--- config.mk ---
export PLATFORM = sky130hd
export DESIGN_NAME = sram_pkt_reader
export DESIGN_NICKNAME = d
export VERILOG_FILES = /design/src/rtl/hydra_sram_pkg.sv /design/src/rtl/rd_skid_fifo.sv /design/src/rtl/sram_pkt_reader.sv
export SDC_FILE = /design/constraint.sdc
export NUM_CORES = 1
export LEC_CHECK = 0
export CAP_MARGIN = 20
export CELL_PAD_IN_SITES_DETAIL_PLACEMENT = 1
export CELL_PAD_IN_SITES_GLOBAL_PLACEMENT = 2
export CORE_UTILIZATION = 35
export DETAILED_ROUTE_END_ITERATION = 8
export HOLD_SLACK_MARGIN = 0.05
export PLACE_DENSITY_LB_ADDON = 0.05
export SYNTH_ARGS = -nofsm -noshare
export SYNTH_HDL_FRONTEND = slang
export SYNTH_SLANG_ARGS = --single-unit
--- constraint.sdc ---
create_clock -name clk -period 5.42 [get_ports clk]
set_input_delay 0.542 -clock clk [delete_from_list [all_inputs] [get_ports clk]]
set_output_delay 0.542 -clock clk [all_outputs]
set_load 0.01 [all_outputs]
--- src/rtl/hydra_sram_pkg.sv ---
// Shared constants and types for the packet buffer SRAM read path.
package hydra_sram_pkg;

   localparam int unsigned SRAM_ADDR_W = 14;
   localparam int unsigned SRAM_DATA_W = 16;

   typedef logic [SRAM_ADDR_W-1:0] sram_addr_t;
   typedef logic [SRAM_DATA_W-1:0] sram_data_t;

   typedef enum logic [1:0] {
      IDLE,
      READ,
      DRAIN
   } rd_state_t;

endpackage

--- src/rtl/rd_skid_fifo.sv ---
// Small synchronous FIFO of {last, data} that absorbs the SRAM read latency.
module rd_skid_fifo #(
   parameter int unsigned DATA_W = 16,
   parameter int unsigned DEPTH  = 3,
   parameter int unsigned CNT_W  = $clog2(DEPTH + 1)
) (
   input  logic              clk,
   input  logic              rst,
   input  logic              push,
   input  logic              push_last,
   input  logic [DATA_W-1:0] push_data,
   input  logic              pop,
   output logic              head_valid,
   output logic              head_last,
   output logic [DATA_W-1:0] head_data,
   output logic [CNT_W-1:0]  count
);

   localparam int unsigned PTR_W = (DEPTH > 1) ? $clog2(DEPTH) : 1;

   logic [DATA_W:0]  mem [DEPTH];
   logic [PTR_W-1:0] wr_ptr;
   logic [PTR_W-1:0] rd_ptr;
   logic             do_pop;

   // Pointers wrap at DEPTH, which need not be a power of two.
   function automatic logic [PTR_W-1:0] ptr_inc(input logic [PTR_W-1:0] p);
      return (p == PTR_W'(DEPTH - 1)) ? '0 : p + PTR_W'(1);
   endfunction

   assign head_valid             = (count != '0);
   assign do_pop                 = pop && head_valid;
   assign {head_last, head_data} = mem[rd_ptr];

   always_ff @(posedge clk) begin
      if (push) begin
         mem[wr_ptr] <= {push_last, push_data};
      end
   end

   always_ff @(posedge clk) begin
      if (rst) begin
         wr_ptr <= '0;
         rd_ptr <= '0;
         count  <= '0;
      end else begin
         if (push) begin
            wr_ptr <= ptr_inc(wr_ptr);
         end
         if (do_pop) begin
            rd_ptr <= ptr_inc(rd_ptr);
         end
         count <= count + CNT_W'(push) - CNT_W'(do_pop);
      end
   end

endmodule

--- src/rtl/sram_pkt_reader.sv ---
// Packet read sequencer: issues credit-limited SRAM reads for a descriptor and
// streams the words out on valid/ready with last-word marking.
module sram_pkt_reader
   import hydra_sram_pkg::*;
#(
   parameter int unsigned ADDR_W = SRAM_ADDR_W,
   parameter int unsigned DATA_W = SRAM_DATA_W,
   parameter int unsigned LEN_W  = 7,
   parameter int unsigned DEPTH  = 3
) (
   input  logic              clk,
   input  logic              rst,
   input  logic              req_valid,
   output logic              req_ready,
   input  logic [ADDR_W-1:0] req_addr,
   input  logic [LEN_W-1:0]  req_len,
   output logic              rd_en,
   output logic [ADDR_W-1:0] rd_addr,
   input  logic [DATA_W-1:0] rd_data,
   output logic              out_valid,
   input  logic              out_ready,
   output logic [DATA_W-1:0] out_data,
   output logic              out_last,
   output logic              busy
);

   localparam int unsigned CNT_W = $clog2(DEPTH + 1);

   rd_state_t         state;
   rd_state_t         state_nxt;
   logic [ADDR_W-1:0] cur_addr;
   logic [LEN_W-1:0]  remain;
   logic              inflight;
   logic              inflight_last;
   logic [CNT_W-1:0]  count;
   logic [CNT_W:0]    used;
   logic              credit_ok;
   logic              is_final;
   logic              accept;
   logic              pop;
   logic              drain_done;
   logic              head_valid;
   logic              head_last;
   logic [DATA_W-1:0] head_data;

   assign used      = {1'b0, count} + (CNT_W + 1)'(inflight);
   assign credit_ok = used < (CNT_W + 1)'(DEPTH);
   assign is_final  = (remain == LEN_W'(1));
   assign accept    = (state == IDLE) && req_valid;
   assign pop       = out_valid && out_ready;
   // Done once the word being handed off now is the only one left.
   assign drain_done = !inflight && (count == CNT_W'(pop));

   assign rd_addr   = cur_addr;
   assign busy      = (state != IDLE);
   assign out_valid = head_valid;
   assign out_data  = head_valid ? head_data : '0;
   assign out_last  = head_valid && head_last;

   always_ff @(posedge clk) begin
      if (rst) begin
         state <= IDLE;
      end else begin
         state <= state_nxt;
      end
   end

   always_comb begin
      state_nxt = state;
      req_ready = 1'b0;
      rd_en     = 1'b0;
      unique case (state)
         IDLE: begin
            req_ready = 1'b1;
            if (req_valid) begin
               state_nxt = (req_len == '0) ? DRAIN : READ;
            end
         end
         READ: begin
            rd_en = credit_ok;
            if (credit_ok && is_final) begin
               state_nxt = DRAIN;
            end
         end
         DRAIN: begin
            if (drain_done) begin
               state_nxt = IDLE;
            end
         end
         default: state_nxt = IDLE;
      endcase
   end

   always_ff @(posedge clk) begin
      if (rst) begin
         cur_addr      <= '0;
         remain        <= '0;
         inflight      <= 1'b0;
         inflight_last <= 1'b0;
      end else begin
         inflight      <= rd_en;
         inflight_last <= rd_en && is_final;
         if (accept) begin
            cur_addr <= req_addr;
            remain   <= req_len;
         end else if (rd_en) begin
            cur_addr <= cur_addr + ADDR_W'(1);
            remain   <= remain - LEN_W'(1);
         end
      end
   end

   rd_skid_fifo #(
      .DATA_W (DATA_W),
      .DEPTH  (DEPTH),
      .CNT_W  (CNT_W)
   ) u_fifo (
      .clk        (clk),
      .rst        (rst),
      .push       (inflight),
      .push_last  (inflight_last),
      .push_data  (rd_data),
      .pop        (pop),
      .head_valid (head_valid),
      .head_last  (head_last),
      .head_data  (head_data),
      .count      (count)
   );

endmodule

==> summary.txt, run 1 <==
Status -> finished, final reports clean
Sw frac -> 0.3186
Clk Latency, worst-skew pair -> 0.36 ns
Placed Cells -> 541
CP most frequent cell -> ha_1
Cell chain of the critical path -> ha_1 -> ha_1 -> a21oi_2 -> nand2_1 -> inv_1 -> clkdlybuf4s50_1
Comb power frac -> 0.274
Final Cycle Share -> 0.6143
Startpoint types -> flop
RSZ-0062 raised after global routing -> no
Peak Freq -> 0.3004 GHz
Inserted Clock Buffers -> 9
CTS sink cnt -> 84
DRC Markers -> 0
Ports -> 76
Die H -> 105.0 microns
Number of synthesized register bits -> 84
GRT overflow -> 0
Synthesized Nets -> 391
Die width -> 105.0 microns
Largest net degree at the start of global routing -> 32
Sum Neg Setup Slack -> 0 ns
Core Region -> 10320 sq um
Hold slack final -> 0.4915 ns
Maximum VDD drop -> 0.0001395 V
First-pass iteration count of the detailed router -> 4
Row cnt -> 37
Max-cap violations -> 0
Max-slew violations -> 0
Layout cell share with drive strength beyond 1 -> 0.07838
Critical path depth -> 6
Measured slew at the worst slew-check pin -> 1.047 ns
GPL Wtd Cong -> 0.7508
Post-synth EDFFs -> 51
Routed vias -> 2919
CP max stage delay -> 0.62 ns
R2r worst-path depth -> 7
Clock Skews -> 0.01227 ns
Gr usage total -> 0.1749
Crit. End Element -> output port
Synthesized area -> 3716 sq um
Initial antenna violation count -> 0
H-tree depth -> 3
Wirelength, routed -> 9.204 mm
Synth top area cells -> edfxtp_1 41%, dfxtp_1 18%, nor2_1 6.0%
Sequential share of the synthesized area -> 0.5899
CP required -> 4.88 ns
Pwr dens -> 345.7 nW/um^2
Async S/R FF share, synth -> 0
Initial Util -> 0.3600
Worst hold-check path type -> flop to flop
Port bufs -> 75
NumNets Final -> 464
Mapped Cells -> 343
Crit Path Max Fanout -> 12
Finished Layout Cells -> 557
Hold Fails Final Rpt -> 0
Slew margin rel. -> 0.3010
First-pass GRT wire length -> 14.84 mm
WL/cell -> 16.52 microns
Delay-heaviest family, CP -> buffers and inverters
Final instance area -> 4810 sq um
Crit path DAT -> 2.79 ns
DRT antenna net count -> 0
Hold-fix buffers, CTS -> 0
Die Area -> 11030 sq um
CTS tree -> built
Placed cell area -> 4626 sq um
Yosys top cell area share -> 0.4121
Iteration-0 DRC Markers -> 88
Hold-critical path depth -> 2
Clk slew on worst S/H paths -> 0.10 ns
Setup CP Type -> flop to output port
Sw power -> 0.0005297 W
Area leader, netlist -> edfxtp_1
CTS Buffer Depth -> 2
Mean post-synth cell area -> 10.83 sq um
Cell variety after synth -> 53
CTS resizes -> 0
Sequential power share -> 0.470
Fin crit period -> 3.329 ns
Slowest cell on the critical path -> clkdlybuf4s50_1
Most used DFF post-synth -> edfxtp_1
Synth warn -> 0
P_int -> 0.001133 W
Detail Placement HPWL -> 6.353 mm
Setup violators final -> 0
Leakage -> 1.670 nW
Number of global-route vias before repair -> 2941
Root Driver -> clkbuf_8
Area Growth Syn to Fin -> 29.43%
Crit path buffers/inverters -> 2
Setup Fix Bufs, Post-CTS -> 0
Via-per-instance ratio -> 5.241
Clk network pwr share -> 0.256
Diode count -> 0
[synth_stat cells (6+ instances only)]
master	n
dfxtp_1	33
nand3_1	9
nand2_1	16
o21ai_0	7
clkbuf_1	11
inv_1	12
buf_2	6
mux2i_1	17
nor4_1	6
ha_1	7
edfxtp_1	51
nor3_1	11
a211oi_1	6
nor2_1	59
a21oi_1	31
[kinds of logic (layout without fill, tap and decap cells)]
logic type | count (synthesis) | count (layout) | share of synthesized area
XOR/XNOR | 4 | 4 | 0.009429
adder cells (fa/ha/maj) | 7 | 7 | 0.02357
multiplexers | 18 | 18 | 0.04882
flip-flops | 84 | 84 | 0.5899
AND/OR/NAND/NOR | 130 | 130 | 0.1754
AO/OA/AOI/OAI | 71 | 71 | 0.1216
buffers and inverters | 29 | 107 | 0.03131
[power groups by stage]
stage | clock, W | combinational, W | sequential (W)
6_report | 0.000426 | 0.000456 | 0.000781
5_1_grt | 0.000467 | 0.000506 | 0.000790
4_1_cts | 0.000441 | 0.000464 | 0.000783
3_3_place_gp | 0 | 0.000447 | 0.000800
3_5_place_dp | 0 | 0.000463 | 0.000798
2_1_floorplan | 0 | 0.000261 | 0.000768
[placed cells by master, fill, tap and decap left out, types with 10 or more instances in the layout]
cell type and count:
a21oi_1 31, dfxtp_1 33, edfxtp_1 51, nor3_1 10, mux2i_1 17, nand2_1 16
inv_1 12, nor2_1 57, clkdlybuf4s50_1 75
[sequential cells by signal, summed over array words and instances (netlist names), named ones only]
signal / count
u_fifo.rd_ptr: 2
state: 2
rd_addr: 14
inflight: 1
u_fifo.mem: 51
remain: 7
inflight_last: 1
u_fifo.wr_ptr: 2
u_fifo.count: 2
[layer usage]
| layer | routed length (microns) | vias up | global-route usage |
|---|---|---|---|
| li1 | - | 1419 | - |
| met1 | 4073 | 1409 | 0.2082 |
| met2 | 4609 | 74 | 0.3113 |
| met3 | 326 | 17 | 0.02807 |
| met4 | 195 | 0 | 0.07445 |
| met5 | 0 | - | 0 |
[area by class of cell]
type | instances | area [sq um]
clock inverter | 6 | 56.30
fill | 1160 | 5514
multi-input combinational | 230 | 1418
tap | 136 | 170.2
timing repair buffer | 79 | 800.8
sequential | 84 | 2192
clock buffer | 10 | 127.6
inverter | 12 | 45.04
[through the flow]
stage / setup slack, ns / util / power (W)
2_1_floorplan: 3.258 / - / 0.001030
3_3_place_gp: 2.558 / 0.4454 / 0.001247
3_5_place_dp: 2.463 / 0.4481 / 0.001260
4_1_cts: 2.075 / 0.4659 / 0.001688
5_1_grt: 1.921 / 0.4659 / 0.001762
6_report: 2.091 / 0.4659 / 0.001662
[final timing paths]
check,startpoint,to,slack (ns)
setup / recovery,inflight$_SDFF_PP0_,rd_en,2.09
hold / removal,remain[5]$_SDFFE_PP0P_,remain[5]$_SDFFE_PP0P_,0.49
setup reg to reg,inflight$_SDFF_PP0_,rd_addr[13]$_SDFFE_PP0P_,3.11
hold reg to reg,remain[5]$_SDFFE_PP0P_,remain[5]$_SDFFE_PP0P_,0.49
[tightest hold or removal path, cell delays in order, from the launching register on]
cell	delay, ns
dfxtp_1	0.33
nand3_1	0.07
a21oi_1	0.06
Note: power is estimated with default switching activity, not from simulation.
==> inputs of run 2 (changes only) <==
- CORE_UTILIZATION: 35 -> 29
- clock period: 5.42 -> 2.9 ns (I/O delays scaled with it)
==> summary.txt, run 2 (synthesized netlist as in run 1, its figures left out) <==
Status -> finished, final reports clean
Clk network pwr share -> 0.344
Clk Latency, worst-skew pair -> 0.33 ns
Most frequent cells in the layout -> 75 x clkdlybuf4s50_1, 57 x nor2_1, 51 x edfxtp_1, 33 x dfxtp_1, 31 x a21oi_1
Clock Skews -> 0.004766 ns
Crit path DAT -> 2.32 ns
First-pass GRT wire length -> 15.37 mm
Hold Fails Final Rpt -> 0
Max-cap violations -> 0
Iteration-0 DRC Markers -> 78
CTS resizes -> 0
DRT antenna net count -> 0
R2r startpoint -> inflight$_SDFF_PP0_
Final Cycle Share -> 0.9016
Number of global-route vias before repair -> 3007
Pwr dens -> 704.1 nW/um^2
Maximum VDD drop -> 0.0002227 V
Startpoint types -> flop
Inserted Clock Buffers -> 9
WL/cell -> 15.81 microns
Crit Path Max Fanout -> 7
Wire length on met2 -> 4.725 mm
Reg-to-Reg End -> rd_addr[12]$_SDFFE_PP0P_
DRC Markers -> 0
Worst setup path start -> inflight$_SDFF_PP0_
Worst Setup EP -> rd_en
Hold-fix buffers, CTS -> 0
First-pass iteration count of the detailed router -> 4
Initial Util -> 0.3031
Die width -> 115.2 microns
Core Region -> 12260 sq um
Port bufs -> 75
Cell chain of the critical path -> ha_1 -> ha_1 -> a21oi_2 -> nand2_1 -> inv_1 -> clkdlybuf4s50_1
Root Driver -> clkbuf_16
CP required -> 2.61 ns
GPL Wtd Cong -> 0.7366
CP most frequent cell -> ha_1
Wirelength, routed -> 9.452 mm
Diode count -> 0
Sw frac -> 0.2733
Setup violators final -> 0
CTS tree -> built
H-tree depth -> 3
Initial antenna violation count -> 0
Max FFs per register -> 51
Worst Setup Slack, final -> 0.2855 ns
Die Area -> 13270 sq um
R2R setup slack -> 0.73 ns
Slowest cell on the critical path -> clkdlybuf4s50_1
Comb power frac -> 0.253
Leakage -> 1.771 nW
Clk slew on worst S/H paths -> 0.06 ns
Sw power -> 0.0009683 W
Max Used Layer -> met4
Gr usage total -> 0.1554
Commonest non-fill, non-tap cell in the layout -> clkdlybuf4s50_1
Sum Neg Setup Slack -> 0 ns
Ports -> 76
Max-slew violations -> 0
GRT overflow -> 0
Worst slack, placed -> 0.6600 ns
Crit. End Element -> output port
Routed vias -> 2904
Delay-heaviest family, CP -> buffers and inverters
Total power -> 0.003543 W
Setup CP Type -> flop to output port
CP max stage delay -> 0.54 ns
Detail Placement HPWL -> 6.690 mm
Setup Fix Bufs, Post-CTS -> 0
P_int -> 0.002575 W
CTS Buffer Depth -> 2
Via-per-instance ratio -> 4.856
Peak Freq -> 0.3825 GHz
Critical path depth -> 6
R2r worst-path depth -> 6
Area Growth Syn to Fin -> 35.42%
Die H -> 115.2 microns
RSZ-0062 raised after global routing -> no
Met3 wire length -> 331 microns
Met1 WL -> 4.235 mm
Measured slew at the worst slew-check pin -> 0.7127 ns
Sequential power share -> 0.403
Slew margin rel. -> 0.5249
Largest net degree at the start of global routing -> 35
CTS sink cnt -> 84
NumNets Final -> 473
Fin crit period -> 2.615 ns
Worst hold-check path type -> flop to flop
Top reg by flops -> u_fifo.mem
Row cnt -> 40
Layout cell share with drive strength beyond 1 -> 0.09535
Crit path buffers/inverters -> 2
[run 2: changes by cell type in the layout (fill, tap and decap cells not counted), sizes merged]
cell    delta
buf        +9
bufinv     +2
clkinv     -1
inv        -3
clkbuf     +2
[run 2: how the worst min path moves through the flow]
stage | startpoint | end | slack (ns) | cells past startpoint
4_1_cts | inflight_last$_SDFF_PP0_ | u_fifo.mem[1][16]$_DFFE_PP_ | 0.46 | 0
3_5_place_dp | inflight_last$_SDFF_PP0_ | u_fifo.mem[1][16]$_DFFE_PP_ | 0.44 | 0
3_3_place_gp | inflight_last$_SDFF_PP0_ | u_fifo.mem[0][16]$_DFFE_PP_ | 0.43 | 0
5_1_grt | inflight_last$_SDFF_PP0_ | u_fifo.mem[1][16]$_DFFE_PP_ | 0.47 | 0
6_report | inflight_last$_SDFF_PP0_ | u_fifo.mem[1][16]$_DFFE_PP_ | 0.46 | 0
2_1_floorplan | rst | inflight$_SDFF_PP0_ | 0.37 | 1
[run 2: power groups by stage]
| stage | clock network (W) | logic (W) | registers, W |
|---|---|---|---|
| 6_report | 0.00122 | 0.000897 | 0.00143 |
| 5_1_grt | 0.00131 | 0.00100 | 0.00144 |
| 4_1_cts | 0.00125 | 0.000921 | 0.00143 |
| 3_5_place_dp | 0 | 0.000918 | 0.00145 |
| 3_3_place_gp | 0 | 0.000910 | 0.00145 |
| 2_1_floorplan | 0 | 0.000488 | 0.00144 |
[run 2: cell type report]
type                    instances  area, sq um
repair buffers                 88        848.3
multi-input cells             230         1418
fillers                      1351         7229
clock buffers                  12        246.5
clock inverters                 4        72.57
inverters                      12        45.04
well taps                     168        210.2
flip-flops and latches         84         2192
[run 2: stage by stage]
stage          area [sq um]    util  hold WS [ns]  cells
6_report               5032  0.4104        0.4609    598
5_1_grt                5032  0.4104        0.4676    598
4_1_cts                5032  0.4104        0.4592    598
3_5_place_dp           4713  0.3844        0.4390    582
3_3_place_gp           4713  0.3844        0.4284    582
2_1_floorplan          3716       -        0.3702    343
[run 2: layer usage]
layer / global-route usage / vias to the layer above
met5: 0 / -
met3: 0.03216 / 12
met2: 0.2655 / 58
met4: 0.06494 / 0
met1: 0.1908 / 1401
li1: - / 1433
[run 2: worst register-to-register path: cells and delay by family (launching register included)]
kind	cells	cell delay, ns
simple gates	2	0.61
compound gates	2	0.59
fa+ha+maj	2	0.52
flops	1	0.36
